## src/rtl/cdc_req_arbiter.sv

```systemverilog
// rtl/cdc_req_arbiter.sv - round-robin arbiter for toggle-handshake requesters sharing one resource
module cdc_req_arbiter #(
   parameter int N       = 4,
   parameter int STAGES  = 2,
   parameter int TIMEOUT = 255,
   parameter int SW      = $clog2(N)
) (
   input  logic          clk,
   input  logic          rst_n,
   input  logic [N-1:0]  req_tgl,
   output logic [N-1:0]  ack_tgl,
   output logic          start,
   output logic [SW-1:0] sel,
   input  logic          done,
   output logic          busy,
   output logic          timeout_err
);

   localparam int CW = (TIMEOUT > 0) ? $clog2(TIMEOUT + 1) : 1;

   typedef enum logic [1:0] {S_IDLE, S_START, S_WAIT} state_t;

   state_t          state;
   logic [N-1:0]    sync [STAGES];
   logic [N-1:0]    req_s;
   logic [N-1:0]    pending;
   logic [SW-1:0]   last;
   logic [SW-1:0]   winner;
   logic [CW-1:0]   cnt;
   logic            wd_hit;

   always_ff @(posedge clk or negedge rst_n) begin
      if (!rst_n) begin
         for (int k = 0; k < STAGES; k++) sync[k] <= '0;
      end else begin
         sync[0] <= req_tgl;
         for (int k = 1; k < STAGES; k++) sync[k] <= sync[k-1];
      end
   end

   assign req_s   = sync[STAGES-1];
   assign pending = req_s ^ ack_tgl;

   // Search starts just after the last served index so every requester gets a turn.
   always_comb begin : rr_search
      int   j;
      logic found;
      j      = 0;
      found  = 1'b0;
      winner = '0;
      for (int k = 1; k <= N; k++) begin
         j = int'(last) + k;
         if (j >= N) j = j - N;
         if (!found && pending[j]) begin
            found  = 1'b1;
            winner = SW'(j);
         end
      end
   end

   assign wd_hit = (TIMEOUT != 0) && (cnt == CW'(TIMEOUT - 1));

   always_ff @(posedge clk or negedge rst_n) begin
      if (!rst_n) begin
         state       <= S_IDLE;
         ack_tgl     <= '0;
         start       <= 1'b0;
         sel         <= '0;
         busy        <= 1'b0;
         timeout_err <= 1'b0;
         last        <= SW'(N - 1);
         cnt         <= '0;
      end else begin
         start       <= 1'b0;
         timeout_err <= 1'b0;
         case (state)
            S_IDLE: begin
               if (|pending) begin
                  sel   <= winner;
                  cnt   <= '0;
                  start <= 1'b1;
                  busy  <= 1'b1;
                  state <= S_START;
               end
            end
            S_START: begin
               state <= S_WAIT;
            end
            S_WAIT: begin
               if (cnt != {CW{1'b1}}) cnt <= cnt + 1'b1;
               // A done coinciding with the watchdog limit is a normal completion.
               if (done || wd_hit) begin
                  ack_tgl[sel] <= ~ack_tgl[sel];
                  last         <= sel;
                  busy         <= 1'b0;
                  timeout_err  <= ~done;
                  state        <= S_IDLE;
               end
            end
            default: state <= S_IDLE;
         endcase
      end
   end

endmodule

```

## config.mk

```make
export PLATFORM = sky130hd
export DESIGN_NAME = cdc_req_arbiter
export DESIGN_NICKNAME = d
export VERILOG_FILES = /design/src/rtl/cdc_req_arbiter.sv
export SDC_FILE = /design/constraint.sdc
export NUM_CORES = 1
export LEC_CHECK = 0
export BUFFER_PORTS_ARGS = -buffer_cell sky130_fd_sc_hd__buf_4
export CAP_MARGIN = 20
export CORE_MARGIN = 1
export CORE_UTILIZATION = 30
export CTS_BUF_LIST = sky130_fd_sc_hd__clkbuf_4 sky130_fd_sc_hd__clkbuf_8
export DETAILED_ROUTE_END_ITERATION = 8
export GPL_ROUTABILITY_DRIVEN = 0
export PLACE_DENSITY = 0.53
export REMOVE_ABC_BUFFERS = 1
export SLEW_MARGIN = 20
export SYNTH_ARGS = -nofsm -noshare
export SYNTH_HDL_FRONTEND = slang
export SYNTH_SLANG_ARGS = --single-unit
export TNS_END_PERCENT = 20
```

## constraint.sdc

```tcl
create_clock -name clk -period 2.7 [get_ports clk]
set_input_delay 0.135 -clock clk [delete_from_list [all_inputs] [get_ports clk]]
set_output_delay 0.135 -clock clk [all_outputs]
set_load 0.005 [all_outputs]
```

==> run metrics <==
status finished, final reports clean; most frequent cells in the layout 27 x dfrtp_1, 15 x buf_4, 9 x nor2_1; Max Root-Sink Buffers 2; Core Region 0.004058 sq mm; Final Critical Period 1.671 ns; DRC viols 0; H-tree depth 2; Synth Warn # 0; Die Span Y 67.26 um; total global-route track usage 0.1377; final setup violating endpoints 0; Slew @ Worst Pin 0.5243 ns; DR vias 953; Worst setup EP type flop; Mapped Area 0.001277 sq mm; clk_skew 0.002052 ns; number of antenna violations at the first check in global routing 0; Slew HR 0.6505; total wire length 2558 um; post-DR vias/cell 5.124; initial detailed-routing violation count 50; PortBufs 15; non-filler cells, final 186; Inst Count DP 174; Worst-path clk slew 0.06 ns; chip width 67.26 um; Synth Area per Inst 11.51 sq um; Final Hold Viols 0; Pre-Repair DR Iteration Count 4; pins over their slew limit 0; Final ANT Viol Nets 0; number of CTS-inserted buffers 5; CTS tree yes; # Max-Cap Violations 0; detailed-route wire length per cell 13.75 um; P&R area growth vs syn 23.70%; worst path arrival time 1.81 ns; cell area power density 974.1 mW/mm^2; final worst-path cycle share 0.6187; vias in the first global route 969; CTS root buf clkbuf_8; Crit Path Max Fanout 12; fin util 0.3895; Setup crit start kind flop; largest net degree at the start of global routing 30; fin nets 145; # diodes 0; Initial Util 0.3148; clk_lat worst skew 0.27 ns; Post-DP HPWL 1808 um; Synth cell types 32; Ports 16; Peak supply drop 0.0004561 V; RSZ-0062 raised after global routing no; row cnt 23; Critical Path RT 2.84 ns; Leak 0.6607 nW; number of setup buffers added after CTS 0; gate count after technology mapping 111; HP Class input port to flop; share of cells above drive strength 1 0.2132; Seq/Total Area, Yosys 0.5700; CTS Sinks 29; setup TNS 0 ns; Tot Pwr 1.539 mW; commonest non-fill, non-tap cell in the layout dfrtp_1; Fillers 391; Hold WS 0.06014 ns; #FFs+latches synth 29; Remaining Overflow, GRT 0; first-pass GRT wire length 4367 um; fmax 598.6 MHz; full die area 0.004523 sq mm; crit path kind flop to flop
-- repair_timing --
item,4_1_cts,5_1_grt
resized for setup,0,0
endpoints found under the hold margin,31,0
hold buffers,5,0
-- power by group --
group | total [mW] | internal (mW) | switching, mW
registers | 0.674 | 0.557 | 0.117
clock network | 0.358 | 0.212 | 0.146
logic | 0.508 | 0.228 | 0.279
total | 1.54 | 0.997 | 0.543
-- layout make-up --
| class | count | area [sq um] | share of cell area |
|---|---|---|---|
| sequential | 29 | 728.2 | 0.4608 |
| inverter | 6 | 22.52 | 0.01425 |
| tap | 50 | 62.56 | 0.03959 |
| clock buffer | 7 | 90.09 | 0.05701 |
| multi-input combinational | 74 | 514.2 | 0.3254 |
| timing repair buffer | 20 | 162.7 | 0.1029 |
-- cell usage after synthesis --
library cell	number	area, sq um
a211oi_1	1	7.510
a21oi_1	8	40.04
a41oi_4	1	27.53
and2b_2	1	8.760
and4_4	1	11.26
buf_4	1	7.510
clkbuf_2	1	5.000
dfrtp_1	27	675.7
dfstp_2	2	52.55
ha_1	2	25.02
inv_1	6	22.52
mux2i_1	1	10.01
nand2_1	5	18.77
nand3_1	3	15.01
nand3b_1	1	7.510
nand4_1	1	6.260
nand4_2	1	12.51
nand4b_1	1	8.760
nor2_1	9	33.78
nor3_1	2	10.01
nor3_2	1	10.01
nor4_1	3	18.77
o21ai_0	6	30.03
o221ai_1	2	17.52
o22ai_1	3	18.77
o31ai_1	3	22.52
o32ai_1	1	8.760
o41a_1	2	22.52
or3_1	3	18.77
or4_1	1	7.510
xnor2_1	3	26.28
xor2_1	8	70.07
-- through the flow --
stage               area [sq um]  setup WS (ns)
floorplan                   1265          1.217
global placement            1440          1.098
detailed placement          1440          1.044
CTS                         1580          1.044
global route                1580         0.8835
finish                      1580          1.029
-- worst paths after layout --
check | from | end | slack [ns] | depth (start not counted)
worst max-delay path | ack_tgl[0]$_DFFE_PN0P_ | cnt[0]$_DFFE_PN0P_ | 1.03 | 4
worst min-delay path | done | timeout_err$_DFF_PN0_ | 0.06 | 2
worst max register to register | ack_tgl[0]$_DFFE_PN0P_ | cnt[0]$_DFFE_PN0P_ | 1.03 | 4
worst min register to register | sync[4]$_DFF_PN0_ | req_s[0]$_DFF_PN0_ | 0.35 | 0
max in group asynchronous | rst_n | last[1]$_DFFE_PN1P_ | 2.07 | 2
min in group asynchronous | rst_n | cnt[7]$_DFFE_PN0P_ | 0.32 | 2
-- worst max-delay path, cell delays in order (launching register included) --
cell	delay (ns)
dfrtp_1	0.41
xor2_1	0.34
o41a_1	0.53
nand3b_1	0.17
o21ai_0	0.08
-- flip-flops by register name, indices dropped and copies added, names as in the netlist --
name and flops:
busy 1, req_s 4, last 2, cnt 8, ack_tgl 4, timeout_err 1, state 2, sel 2
sync 4, start 1
-- metal layers --
layer | share of wire | track usage | vias up
li1 | - | - | 450
met1 | 0.45 | 0.1517 | 470
met2 | 0.46 | 0.2175 | 24
met3 | 0.049 | 0.06081 | 9
met4 | 0.032 | 0.08245 | 0
met5 | 0 | 0 | -
-- cells by family after synthesis --
logic type / Yosys count / share of synthesized area
AND/OR/NAND/NOR: 33 / 0.1469
flip-flops: 29 / 0.5700
buffers and inverters: 8 / 0.02742
XOR/XNOR: 11 / 0.07542
AO/OA/AOI/OAI: 27 / 0.1528
multiplexers: 1 / 0.007836
adder cells (fa/ha/maj): 2 / 0.01959
Note: power is estimated with default switching activity, not from simulation.
